--- config.mk ---
export PLATFORM = sky130hd
export DESIGN_NAME = comb_sweep_ctrl_flat
export DESIGN_NICKNAME = d
export VERILOG_FILES = /design/src/rtl/comb_sweep_ctrl_if.sv /design/src/rtl/comb_sweep_ctrl.sv /design/src/flat_wrapper.sv
export SDC_FILE = /design/constraint.sdc
export NUM_CORES = 1
export LEC_CHECK = 0
export ABC_AREA = 0
export CORE_MARGIN = 8
export CORE_UTILIZATION = 45
export CTS_BUF_LIST = sky130_fd_sc_hd__clkbuf_2
export DETAILED_ROUTE_END_ITERATION = 10
export GPL_TIMING_DRIVEN = 1
export PLACE_DENSITY = 0.74
export SLEW_MARGIN = 20
export SYNTH_ARGS = -nofsm -noshare
export SYNTH_HDL_FRONTEND = slang
export SYNTH_SLANG_ARGS = --single-unit
--- constraint.sdc ---
create_clock -name clk -period 3.15 [get_ports clk]
set_input_delay 0.7875 -clock clk [delete_from_list [all_inputs] [get_ports clk]]
set_output_delay 0.7875 -clock clk [all_outputs]
set_load 0.005 [all_outputs]
--- src/rtl/comb_sweep_ctrl_if.sv ---
// Signals between the sweep controller, its host and the four comb instances.
// The host/bench side uses master; the controller uses slave.
interface comb_sweep_ctrl_if;
  logic        start;
  logic        Y1;
  logic        Y2;
  logic        Y3;
  logic        Y4;
  logic        A;
  logic        B;
  logic        C;
  logic        D;
  logic        busy;
  logic        done;
  logic [15:0] truth_tbl;
  logic [4:0]  err_cnt;
  logic        first_err_valid;
  logic [3:0]  first_err_vec;

  modport master (
    output start, Y1, Y2, Y3, Y4,
    input  A, B, C, D, busy, done, truth_tbl, err_cnt, first_err_valid, first_err_vec
  );

  modport slave (
    input  start, Y1, Y2, Y3, Y4,
    output A, B, C, D, busy, done, truth_tbl, err_cnt, first_err_valid, first_err_vec
  );
endinterface

--- src/rtl/comb_sweep_ctrl.sv ---
// Drives {A,B,C,D} through vectors 0..15, records Y1 as the truth table and
// counts vectors where any of Y2..Y4 disagrees with Y1.
module comb_sweep_ctrl #(
  parameter int SETTLE = 2
) (
  input logic              clk,
  input logic              rst_n,
  comb_sweep_ctrl_if.slave bus
);
  typedef enum logic [1:0] {ST_IDLE, ST_SETTLE, ST_SAMPLE, ST_DONE} state_e;

  localparam logic [3:0] CNT_LAST = 4'(SETTLE - 1);

  state_e      state_q, state_d;
  logic [3:0]  vec_q, vec_d;
  logic [3:0]  cnt_q, cnt_d;
  logic [15:0] tbl_q, tbl_d;
  logic [4:0]  err_cnt_q, err_cnt_d;
  logic        fe_valid_q, fe_valid_d;
  logic [3:0]  fe_vec_q, fe_vec_d;

  function automatic logic any_mismatch(input logic y1, input logic y2,
                                        input logic y3, input logic y4);
    return (y2 != y1) | (y3 != y1) | (y4 != y1);
  endfunction

  always_ff @(posedge clk) begin
    if (!rst_n) begin
      state_q    <= ST_IDLE;
      vec_q      <= '0;
      cnt_q      <= '0;
      tbl_q      <= '0;
      err_cnt_q  <= '0;
      fe_valid_q <= 1'b0;
      fe_vec_q   <= '0;
    end else begin
      state_q    <= state_d;
      vec_q      <= vec_d;
      cnt_q      <= cnt_d;
      tbl_q      <= tbl_d;
      err_cnt_q  <= err_cnt_d;
      fe_valid_q <= fe_valid_d;
      fe_vec_q   <= fe_vec_d;
    end
  end

  always_comb begin
    state_d    = state_q;
    vec_d      = vec_q;
    cnt_d      = cnt_q;
    tbl_d      = tbl_q;
    err_cnt_d  = err_cnt_q;
    fe_valid_d = fe_valid_q;
    fe_vec_d   = fe_vec_q;

    unique case (state_q)
      ST_IDLE: begin
        if (bus.start) begin
          tbl_d      = '0;
          err_cnt_d  = '0;
          fe_valid_d = 1'b0;
          fe_vec_d   = '0;
          vec_d      = '0;
          cnt_d      = '0;
          state_d    = ST_SETTLE;
        end
      end
      ST_SETTLE: begin
        if (cnt_q == CNT_LAST) begin
          state_d = ST_SAMPLE;
        end else begin
          cnt_d = cnt_q + 4'd1;
        end
      end
      ST_SAMPLE: begin
        tbl_d[vec_q] = bus.Y1;
        if (any_mismatch(bus.Y1, bus.Y2, bus.Y3, bus.Y4)) begin
          err_cnt_d = err_cnt_q + 5'd1;
          if (!fe_valid_q) begin
            fe_valid_d = 1'b1;
            fe_vec_d   = vec_q;
          end
        end
        if (vec_q == 4'd15) begin
          state_d = ST_DONE;
        end else begin
          vec_d   = vec_q + 4'd1;
          cnt_d   = '0;
          state_d = ST_SETTLE;
        end
      end
      ST_DONE: begin
        // Stimulus parks at vector 0 while idle.
        vec_d   = '0;
        state_d = ST_IDLE;
      end
      default: state_d = ST_IDLE;
    endcase
  end

  assign {bus.A, bus.B, bus.C, bus.D} = vec_q;
  assign bus.busy            = (state_q != ST_IDLE);
  assign bus.done            = (state_q == ST_DONE);
  assign bus.truth_tbl       = tbl_q;
  assign bus.err_cnt         = err_cnt_q;
  assign bus.first_err_valid = fe_valid_q;
  assign bus.first_err_vec   = fe_vec_q;
endmodule

--- src/flat_wrapper.sv ---
// flat-port wrapper written by rule: the top's interface ports become plain ports
module comb_sweep_ctrl_flat 
#(
  parameter int SETTLE = 2
)
  (clk, rst_n, bus_start, bus_Y1, bus_Y2, bus_Y3, bus_Y4, bus_A, bus_B, bus_C, bus_D, bus_busy, bus_done, bus_truth_tbl, bus_err_cnt, bus_first_err_valid, bus_first_err_vec);
  comb_sweep_ctrl_if bus_i ();
  input logic clk;
  input logic rst_n;
  input wire logic [$bits(bus_i.start)-1:0] bus_start;
  input wire logic [$bits(bus_i.Y1)-1:0] bus_Y1;
  input wire logic [$bits(bus_i.Y2)-1:0] bus_Y2;
  input wire logic [$bits(bus_i.Y3)-1:0] bus_Y3;
  input wire logic [$bits(bus_i.Y4)-1:0] bus_Y4;
  output wire logic [$bits(bus_i.A)-1:0] bus_A;
  output wire logic [$bits(bus_i.B)-1:0] bus_B;
  output wire logic [$bits(bus_i.C)-1:0] bus_C;
  output wire logic [$bits(bus_i.D)-1:0] bus_D;
  output wire logic [$bits(bus_i.busy)-1:0] bus_busy;
  output wire logic [$bits(bus_i.done)-1:0] bus_done;
  output wire logic [$bits(bus_i.truth_tbl)-1:0] bus_truth_tbl;
  output wire logic [$bits(bus_i.err_cnt)-1:0] bus_err_cnt;
  output wire logic [$bits(bus_i.first_err_valid)-1:0] bus_first_err_valid;
  output wire logic [$bits(bus_i.first_err_vec)-1:0] bus_first_err_vec;
  assign bus_i.start = bus_start;
  assign bus_i.Y1 = bus_Y1;
  assign bus_i.Y2 = bus_Y2;
  assign bus_i.Y3 = bus_Y3;
  assign bus_i.Y4 = bus_Y4;
  assign bus_A = bus_i.A;
  assign bus_B = bus_i.B;
  assign bus_C = bus_i.C;
  assign bus_D = bus_i.D;
  assign bus_busy = bus_i.busy;
  assign bus_done = bus_i.done;
  assign bus_truth_tbl = bus_i.truth_tbl;
  assign bus_err_cnt = bus_i.err_cnt;
  assign bus_first_err_valid = bus_i.first_err_valid;
  assign bus_first_err_vec = bus_i.first_err_vec;
  comb_sweep_ctrl #(.SETTLE(SETTLE)) u_core (.clk(clk), .rst_n(rst_n), .bus(bus_i));
endmodule
==> impl_results.md, run 1 <==
* Peak supply drop at 0.0002070 V
* FFs w/ async S/R, synth at 0%
* Io pins at 39
* Hold-fix buffers at CTS at 0
* CTS HTree Levels at 2
* Nets@finish at between 200 and 300
* Placed cells at 296
* CP bufs+invs at 1
* Total of cells resized after clock tree synthesis at 0
* Antenna Nets Post-Route at 0
* RSZ-0062 raised after global routing: false
* Worst-path fanout max at 9
* CTS tree: done
* Rows at 23
* Slew headroom at ~52%
* Non-filler cells in the finished layout at 304
* Worst hold path endpoint: u_core.bus.first_err_vec[3]
* CTS Buf Count at 5
* Gr ovfl total at 0
* Clk buf depth at 2
* Post-layout util at 57.38%
* Final-report hold violation count at 0
* Global-route wire length before repair at roughly 7.5 mm
* DR vias/cell at 5.878
* 1st-iter DRT viols at 159
* Pin count of the biggest net entering global routing at 29
* Internal at 0.5493 mW
* CP Launch Type: flop
* Unique masters post-synth at 38
* Total power at 0.7519 mW
* Min-Delay Path Class: reg2reg
* Starting Density at between 40% and 50%
* Setup violators final at 0
* Crit-path slowest cell: clkdlybuf4s50_1
* Synth-to-Final Area Change at 25.96%
* Drt pass-1 iters at 4
* Max capacitance violation total at 0
* Yosys Warn Count at 0
* GRT Util Overall at 14.69%
* Area of the mapped netlist at 0.001783 mm^2
* Share of layout cells above drive strength 1 at between 7 and 8%
* WL final at 4.467 mm
* Tmin final at around 2.3 ns
* CP Data Arrival Time at 1.54 ns
* Slowest cell delay on critical path at 0.45 ns
* CTS clk-pin slew, worst paths at 0.18 ns
* Die Area at 0.006232 mm^2
* GPL Wtd Cong at 0.8341
* P_sw at 0.2027 mW
* Flop-to-flop setup slack at 1.31 ns
* Flop pwr share at between 60% and 70%
* Crit Path Class: reg2out
* Die Y at ~79 um
* Core area at about 0.0039 mm^2
* Sequential share of the synthesized area at 40.42%
* Outcome: completed
* Clock latency on the worst-skew pair at 0.38 ns
* Post-CTS Setup Bufs at 0
* Fmax at between 0.4 and 0.5 GHz
* Worst Setup Slack, final at a little over 0.8 ns
* Vias in the first global route at 1,606
* Max Slew Vio Count at 0
* Hold_sp: u_core.bus.first_err_vec[3]
* Clk network pwr share at 27.8%
* DIE WIDTH at 78.95 um
* Setup WS pre-CTS at 0.7039 ns
* Vias post-DR at approximately 1,800
* Worst slew pin tran at just over 0.7 ns
* CTS sink count at 36
* Comb power frac at about a tenth
* Syn_nets at 231
* Setup TNS at 0 ns
* Diodes inserted at 0
* Cell Chain, Critical Path: or2_2, clkdlybuf4s50_1
* Top FF cell, synth: dfxtp_1
* PwrDens at 334.8 mW/mm^2
* Mapped Cells at 217
* Crit. End Element: primary output
* Post-detail-place hpwl at 3.152 mm
* CP delay by family, top: buffers and inverters
* Syn_area_per_cell at 8.216 um^2
* Origin of the critical flop-to-flop path: u_core.vec_q[0]
* Clock skew at about 0.021 ns
* Critical Path RT at 2.36 ns
* Buffers on Ports at 38
* Final Cycle Share at 73.74%
* Initial antenna violation count at 0
* Sw Share at 26.96%
* Seq cells post-synth at 36
* FF-to-FF End: u_core.vec_q[3]
* Routed WL per cell at 14.69 um
* DR DRC count at 0
* Reg2reg path depth at 5
* Number of enable flip-flop cells after synthesis at 0
* Leak pwr at 0.7350 nW
* CTS root buf: clkbuf_2
* Hold Path Depth at 2
cell usage in the layout (no fill, tap or decap), types with 5 or more instances in the layout:
| cell type | count |
|---|---|
| o211ai_1 | 8 |
| ha_1 | 7 |
| nand2_1 | 15 |
| nor2_1 | 7 |
| clkdlybuf4s50_1 | 38 |
| o21ai_0 | 6 |
| nand3_1 | 23 |
| o21ai_1 | 6 |
| clkbuf_2 | 7 |
| buf_4 | 6 |
| a21oi_1 | 30 |
| dfxtp_1 | 36 |
| nor2b_1 | 5 |
| nand4_1 | 17 |
state kept, by name (all words and copies together), names as in the netlist:
register / cells
u_core.cnt_q: 4
u_core.bus.first_err_valid: 1
u_core.bus.first_err_vec: 4
u_core.vec_q: 4
u_core.state_q: 2
u_core.bus.err_cnt: 5
u_core.bus.truth_tbl: 16
power groups by stage:
stage | combinational [mW] | sequential (mW) | clock (mW)
6_report | 0.0763 | 0.467 | 0.209
5_1_grt | 0.0827 | 0.468 | 0.238
4_1_cts | 0.0758 | 0.467 | 0.218
3_5_place_dp | 0.0756 | 0.476 | 0
3_3_place_gp | 0.0747 | 0.476 | 0
2_1_floorplan | 0.0498 | 0.475 | 0
worst max-delay path by stage:
| stage | slack, ns | endpoint | cells after the start | start |
|---|---|---|---|---|
| 6_report | 0.83 | bus_busy | 2 | u_core.state_q[1] |
| 5_1_grt | 0.72 | bus_busy | 2 | u_core.state_q[1] |
| 4_1_cts | 0.79 | bus_busy | 2 | u_core.state_q[1] |
| 3_5_place_dp | 0.70 | u_core.bus.truth_tbl[1] | 5 | bus_start |
| 3_3_place_gp | 0.76 | u_core.bus.truth_tbl[2] | 5 | bus_start |
| 2_1_floorplan | 1.31 | u_core.bus.err_cnt[0] | 5 | bus_Y1 |
cell usage after synthesis, types with 2 or more instances:
cell type | count | area, um^2
dfxtp_1 | 36 | 720.7
a21oi_1 | 30 | 150.1
nand3_1 | 23 | 115.1
nand4_1 | 17 | 106.4
nand2_1 | 15 | 56.30
clkbuf_1 | 11 | 41.29
o211ai_1 | 8 | 60.06
ha_1 | 7 | 87.58
nor2_1 | 7 | 26.28
o21ai_0 | 6 | 30.03
o21ai_1 | 6 | 30.03
nor2b_1 | 5 | 31.28
inv_1 | 4 | 15.01
nor3_1 | 4 | 20.02
o311ai_1 | 4 | 35.03
buf_2 | 3 | 15.01
nand2b_1 | 3 | 18.77
or2_2 | 3 | 18.77
or4_1 | 3 | 22.52
and3_1 | 2 | 12.51
nand3b_1 | 2 | 15.01
o22ai_1 | 2 | 12.51
cell families after synthesis:
family	synth area share, %
buffers and inverters	4.631
AOI/OAI and AO/OA	20.56
and+or+nand+nor	29.47
adders and majority gates	4.912
DFF	40.42
area by class of cell:
class	instances	area (um^2)
clock buffer	7	35.03
multi-input combinational	161	979.7
tap	50	62.56
timing repair buffer	44	425.4
sequential	36	720.7
inverter	5	18.77
fill	383	1668
clock inverter	1	3.754
worst reg2reg max path: stages, from the launching register on:
cell and delay, ns:
dfxtp_1 0.51, ha_1 0.35, nand3_1 0.18, o22ai_1 0.40, nor2_1 0.10, nor3_1 0.24
stage by stage:
| step | hold slack (ns) | cell area, um^2 |
|---|---|---|
| 3_3_place_gp | 0.4555 | 2207 |
| 3_5_place_dp | 0.4570 | 2207 |
| 4_1_cts | 0.4782 | 2246 |
| 5_1_grt | 0.4955 | 2246 |
| 6_report | 0.4729 | 2246 |
| 2_1_floorplan | 0.4519 | 1783 |
routing by layer:
layer / up-vias / share of wire [%] / track usage, %
met1: 841 / 46 / 18.60
li1: 893 / - / -
met4: 0 / 1.9 / 6.852
met2: 44 / 45 / 22.04
met5: - / 0 / 0
met3: 9 / 7.1 / 4.853
Note: power is estimated with default switching activity, not from simulation.
==> run 2, diff against run 1 <==
--- a/config.mk
+++ b/config.mk
@@ -11,7 +11,7 @@
 export CTS_BUF_LIST = sky130_fd_sc_hd__clkbuf_2
 export DETAILED_ROUTE_END_ITERATION = 10
 export GPL_TIMING_DRIVEN = 1
-export PLACE_DENSITY = 0.74
+export PLACE_DENSITY = 0.77
 export SLEW_MARGIN = 20
 export SYNTH_ARGS = -nofsm -noshare
 export SYNTH_HDL_FRONTEND = slang
==> constraint.sdc (replaced) <==
create_clock -name clk -period 2 [get_ports clk]
set_input_delay 0.5 -clock clk [delete_from_list [all_inputs] [get_ports clk]]
set_output_delay 0.5 -clock clk [all_outputs]
set_load 0.005 [all_outputs]
==> impl_results.md, run 2 (synthesized netlist as in run 1, its figures left out) <==
* Vias in the first global route at 1,783 (was 1,606)
* Peak supply drop at 0.0003295 V (was 0.0002070 V)
* Clock latency on the worst-skew pair at 0.37 ns (was 0.38 ns)
* Hold-fix buffers at CTS at 0 (unchanged)
* Drt pass-1 iters at 4 (unchanged)
* Gr ovfl total at 0 (unchanged)
* Final Cycle Share at 94.75%
* CTS clk-pin slew, worst paths at 0.16 ns (was 0.18 ns)
* Fmax at 0.5277 GHz
* Core area at 0.003914 mm^2 (unchanged)
* GRT Util Overall at 15.60% (was 14.69%)
* Clk buf depth at 2 (unchanged)
* Routed WL per cell at 14.55 um (was 14.69 um)
* Diodes inserted at 0 (unchanged)
* Max Slew Vio Count at 0 (unchanged)
* Pin count of the biggest net entering global routing at 28 (was 29)
* Slew headroom at 69.97% (was 52.13%)
* Critical Path RT at 1.50 ns (was 2.36 ns)
* Final-report hold violation count at 0 (unchanged)
* DR vias/cell at 5.720 (was 5.878)
* Initial antenna violation count at 0 (unchanged)
* Setup TNS at 0 ns (unchanged)
* Largest register FFs at 16 (unchanged)
* RSZ-0062 raised after global routing: false (unchanged)
* WL final at 4.626 mm (was 4.467 mm)
* CP delay by family, top: buffers and inverters (unchanged)
* CTS sink count at 36 (unchanged)
* Share of layout cells above drive strength 1 at 14.55% (was 7.874%)
* CP Data Arrival Time at 1.40 ns (was 1.54 ns)
* CTS tree: done (unchanged)
* Leak pwr at 0.8201 nW (was 0.7350 nW)
* 1st-iter DRT viols at 101 (was 159)
* Commonest non-fill, non-tap cells in the layout: clkdlybuf4s50_1, a21oi_1, dfxtp_1 (was clkdlybuf4s50_1, dfxtp_1, a21oi_1)
* PwrDens at 495.5 mW/mm^2 (was 334.8 mW/mm^2)
* Cell area after placement at 0.002297 mm^2 (was 0.002207 mm^2)
* Crit. End Element: primary output (unchanged)
* Vias post-DR at 1,819 (was 1,787)
* Die Area at 0.006232 mm^2 (unchanged)
* Cell Chain, Critical Path: and2_1, clkdlybuf4s50_1 (was or2_2, clkdlybuf4s50_1)
* Synth-to-Final Area Change at 32.77% (was 25.96%)
* CTS HTree Levels at 2 (unchanged)
* DIE WIDTH at 78.95 um (unchanged)
* Slowest cell delay on critical path at 0.52 ns (was 0.45 ns)
* CP Launch Type: flop (unchanged)
* Final Cell Area at 0.002367 mm^2 (was 0.002246 mm^2)
* DR DRC count at 0 (unchanged)
* CP bufs+invs at 1 (unchanged)
* Buffers on Ports at 38 (unchanged)
* CTS Buf Count at 5 (unchanged)
* Crit Path Class: reg2out (unchanged)
* Global-route wire length before repair at 7.997 mm (was 7.527 mm)
* Tmin final at 1.895 ns
* Setup violators final at 0 (unchanged)
* Die Y at 78.95 um (unchanged)
* Starting Density at 45.56% (unchanged)
* Max capacitance violation total at 0 (unchanged)
* CTS root buf: clkbuf_2 (unchanged)
* Worst-path fanout max at 4 (was 9)
* Worst Setup Slack, final at 0.1050 ns (was 0.8273 ns)
* Crit-path slowest cell: clkdlybuf4s50_1 (unchanged)
* Worst slew pin tran at 0.4467 ns (was 0.7163 ns)
* Commonest non-fill, non-tap cell in the layout: clkdlybuf4s50_1 (unchanged)
* Min-Delay Path Class: reg2reg (unchanged)
* Clock skew at 0.01637 ns (was 0.02063 ns)
* Io pins at 39 (unchanged)
* Outcome: completed (unchanged)
* Antenna Nets Post-Route at 0 (unchanged)
* Setup WS pre-CTS at -0.04628 ns (was 0.7039 ns)
* Rows at 23 (unchanged)
* Post-detail-place hpwl at 3.399 mm (was 3.152 mm)
* GPL Wtd Cong at 0.8148 (was 0.8341)
* Nets@finish at 282 (was 267)
==> run 2: cell count changes in the layout (fill, tap and decap cells not counted) <==
cell,change
buf_4,+15
dfxtp_1,-6
clkdlybuf4s50_1,-1
clkbuf_2,-2
clkinv_1,+1
dfxtp_4,+2
dlymetal6s2s_1,+1
dfxtp_2,+4
==> run 2: worst register-to-register path, cell delays in order, from the launching register on <==
cell and delay (ns):
dfxtp_1 0.40, inv_1 0.06, ha_1 0.17, nor3b_1 0.17
o21a_1 0.21, or4_1 0.49, a21oi_1 0.15
==> run 2: timing repair <==
action                     CTS  global route
resized for setup            5             4
gates cloned                 0             0
setup endpoints to repair    3             4
buffers inserted             3             0
==> run 2: layer usage <==
layer | vias up | GRT usage [%] | part of all wire (%)
met4 | 0 | 6.667 | 1.7
met3 | 7 | 4.176 | 7.1
met1 | 846 | 18.59 | 44
met5 | - | 0 | 0
met2 | 53 | 25.85 | 47
li1 | 913 | - | -
==> run 2: metrics by stage <==
stage	util, %	hold slack (ns)	instances	power (mW)
6_report	60.49	0.4737	318	1.173
5_1_grt	60.49	0.5017	318	1.245
4_1_cts	60.33	0.4822	318	1.188
3_5_place_dp	58.70	0.4612	308	0.8872
3_3_place_gp	58.70	0.4556	308	0.8848
2_1_floorplan	-	0.4519	217	0.8267
==> run 2: power breakdown <==
| group | leakage (nW) | switching [mW] | internal [mW] |
|---|---|---|---|
| Sequential | 0.294 | 0.00734 | 0.724 |
| Clock | 0.0239 | 0.222 | 0.0721 |
| Combinational | 0.502 | 0.0827 | 0.0654 |
| Total | 0.820 | 0.312 | 0.861 |
==> run 2: cell type report <==
type                       instances  area [um^2]
sequential                        36        733.2
timing repair buffer              59        540.5
clock buffer                       5        25.02
clock inverter                     2        7.507
inverter                           5        18.77
fill                             362         1546
tap                               50        62.56
multi-input combinational        161        979.7
==> run 2: worst paths after layout <==
kind / startpoint / endpoint / slack, ns / cells after the start
setup / recovery: u_core.state_q[0] / bus_done / 0.10 / 2
hold / removal: u_core.bus.first_err_vec[3] / u_core.bus.first_err_vec[3] / 0.47 / 2
setup reg to reg: u_core.cnt_q[1] / u_core.cnt_q[1] / 0.30 / 6
hold reg to reg: u_core.bus.first_err_vec[3] / u_core.bus.first_err_vec[3] / 0.47 / 2
==> run 3, diff against run 2 <==
--- a/config.mk
+++ b/config.mk
@@ -8,7 +8,7 @@
 export ABC_AREA = 0
 export CORE_MARGIN = 8
 export CORE_UTILIZATION = 45
-export CTS_BUF_LIST = sky130_fd_sc_hd__clkbuf_2
+export CTS_BUF_LIST = sky130_fd_sc_hd__clkbuf_4
 export DETAILED_ROUTE_END_ITERATION = 10
 export GPL_TIMING_DRIVEN = 1
 export PLACE_DENSITY = 0.77
==> impl_results.md, run 3 (synthesized netlist as in run 1, its figures left out) <==
* Vias post-DR at 1,836 (was 1,819)
* Setup violators final at 0 (unchanged)
* Hold Path Depth at 2 (unchanged)
* Final Cycle Share at 95.91% (was 94.75%)
* Gr ovfl total at 0 (unchanged)
* RSZ-0062 raised after global routing: false (unchanged)
* Filler cell count at 367 (was 362)
* Slew headroom at 69.98% (was 69.97%)
* Initial antenna violation count at 0 (unchanged)
* Setup TNS at 0 ns (unchanged)
* Share of layout cells above drive strength 1 at 12.45% (was 14.55%)
* Crit Path Class: reg2out (unchanged)
* Hold-fix buffers at CTS at 0 (unchanged)
* Nets@finish at 279 (was 282)
* Critical Path RT at 1.50 ns (about the same)
* Clk buf depth at 2 (unchanged)
* Placed cells at 308 (unchanged)
* Drt pass-1 iters at 4 (unchanged)
* Diodes inserted at 0 (unchanged)
* Leak pwr at 0.8048 nW (was 0.8201 nW)
* CTS HTree Levels at 2 (unchanged)
* Outcome: completed (unchanged)
* Buffers on Ports at 38 (unchanged)
* Final-report hold violation count at 0 (unchanged)
* CP Data Arrival Time at 1.42 ns (was 1.40 ns)
* Setup WS pre-CTS at -0.04628 ns (unchanged)
* CTS sink count at 36 (unchanged)
* CTS clk-pin slew, worst paths at 0.10 ns (was 0.16 ns)
* GPL Wtd Cong at 0.8148 (unchanged)
* Reg2reg path depth at 6 (unchanged)
* Worst Setup SP: u_core.state_q[0] (unchanged)
* Vias in the first global route at 1,761 (was 1,783)
* WL final at 4.610 mm (was 4.626 mm)
* Min-Delay Path Class: reg2reg (unchanged)
* Worst-path fanout max at 8 (was 4)
* CTS tree: done (unchanged)
* Post-layout util at 60.07% (was 60.49%)
* Core area at 0.003914 mm^2 (unchanged)
* CP Launch Type: flop (unchanged)
* Fmax at 0.5213 GHz (was 0.5277 GHz)
* CTS Buf Count at 5 (unchanged)
* GRT met3 Usage at 4.515% (was 4.176%)
* GRT Util Overall at 15.44% (was 15.60%)
* DR vias/cell at 5.829 (was 5.720)
* Origin of the critical flop-to-flop path: u_core.cnt_q[1] (unchanged)
* PwrDens at 517.0 mW/mm^2 (was 495.5 mW/mm^2)
* Antenna Nets Post-Route at 0 (unchanged)
* Max capacitance violation total at 0 (unchanged)
* Max Slew Vio Count at 0 (unchanged)
* Worst slew pin tran at 0.4466 ns (was 0.4467 ns)
* Clock latency on the worst-skew pair at 0.34 ns (was 0.37 ns)
* FF-to-FF End: u_core.cnt_q[1] (unchanged)
* GR Util met1 at 18.26% (was 18.59%)
* Worst Setup Slack, final at 0.08182 ns (was 0.1050 ns)
* Post-detail-place hpwl at 3.399 mm (unchanged)
* Synth-to-Final Area Change at 31.86% (was 32.77%)
* Rows at 23 (unchanged)
* Total power at 1.215 mW (was 1.173 mW)
* Post-CTS Setup Bufs at 0 (was 3)
* Most Crowded Layer GR: met2 (unchanged)
* Final Cell Area at 0.002351 mm^2 (was 0.002367 mm^2)
* Io pins at 39 (unchanged)
* Clock skew at 0.01074 ns (was 0.01637 ns)
* DR DRC count at 0 (unchanged)
* Crit. End Element: primary output (unchanged)
* Die Area at 0.006232 mm^2 (unchanged)
* Slowest cell delay on critical path at 0.51 ns (was 0.52 ns)
* Crit-path slowest cell: clkdlybuf4s50_1 (unchanged)
* Critical Path End: bus_done (unchanged)
* Largest register FFs at 16 (unchanged)
* Flop-to-flop setup slack at 0.32 ns (was 0.30 ns)
* Non-filler cells in the finished layout at 315 (was 318)
* Commonest non-fill, non-tap cells in the layout: clkdlybuf4s50_1, dfxtp_1, a21oi_1 (was clkdlybuf4s50_1, a21oi_1, dfxtp_1)
* CTS root buf: clkbuf_4 (was clkbuf_2)
* Global-route wire length before repair at 7.907 mm (was 7.997 mm)
* Die Y at 78.95 um (unchanged)
* 1st-iter DRT viols at 105 (was 101)
* DIE WIDTH at 78.95 um (unchanged)
* Routed WL per cell at 14.63 um (was 14.55 um)
* Cell Chain, Critical Path: and2_1, clkdlybuf4s50_1 (unchanged)
* M2 GR Usage at 25.43% (was 25.85%)
* Pin count of the biggest net entering global routing at 28 (unchanged)
* Peak supply drop at 0.0003555 V (was 0.0003295 V)
* Cell area after placement at 0.002297 mm^2 (unchanged)
* Tmin final at 1.918 ns (was 1.895 ns)
* Worst hold slack at 0.4670 ns (was 0.4737 ns)
* Starting Density at 45.56% (unchanged)
* Commonest non-fill, non-tap cell in the layout: clkdlybuf4s50_1 (unchanged)
-- run 3: cell types whose count changed in the layout (fill, tap and decap cells not counted), sizes merged --
cell,before,now
buf,21,18
-- run 3: how the worst min path moves through the flow --
| stage | start | end | slack [ns] |
|---|---|---|---|
| 3_5_place_dp | u_core.bus.first_err_vec[0] | u_core.bus.first_err_vec[0] | 0.46 |
| 5_1_grt | u_core.bus.first_err_vec[0] | u_core.bus.first_err_vec[0] | 0.50 |
| 2_1_floorplan | u_core.cnt_q[3] | u_core.cnt_q[3] | 0.45 |
| 3_3_place_gp | u_core.bus.first_err_vec[0] | u_core.bus.first_err_vec[0] | 0.46 |
| 4_1_cts | u_core.bus.first_err_vec[3] | u_core.bus.first_err_vec[3] | 0.48 |
| 6_report | u_core.bus.first_err_vec[3] | u_core.bus.first_err_vec[3] | 0.47 |
-- run 3: worst max-delay path: cells and delay by family (launching register included) --
family | cells | cell delay [ns]
and+or+nand+nor | 1 | 0.16
buffers and inverters | 1 | 0.51
DFF | 1 | 0.41
-- run 3: cell type report --
class	count	area [um^2]	area share, %
clock buffers	5	37.54	1.597
inverters	5	18.77	0.7983
multi-input cells	161	979.7	41.67
repair buffers	56	518.0	22.03
well taps	50	62.56	2.661
flip-flops and latches	36	726.9	30.92
clock inverters	2	7.507	0.3193
-- run 3: report_power, final --
part / total (mW) / switching [mW] / internal [mW]
sequential: 0.734 / 0.0109 / 0.723
clock: 0.344 / 0.221 / 0.123
combinational: 0.138 / 0.0781 / 0.0597
total: 1.22 / 0.310 / 0.905
-- run 3: repair_timing --
| item | 4_1_cts | 5_1_grt |
|---|---|---|
| resized for setup | 2 | 3 |
| endpoints found under the hold margin | 0 | 0 |
| endpoints found under the setup margin | 2 | 2 |
-- run 3: per-layer routing --
metal	vias up	wire length, um
li1	903	-
met1	863	1965
met2	62	2213
met3	8	341
met4	0	89
met5	-	0
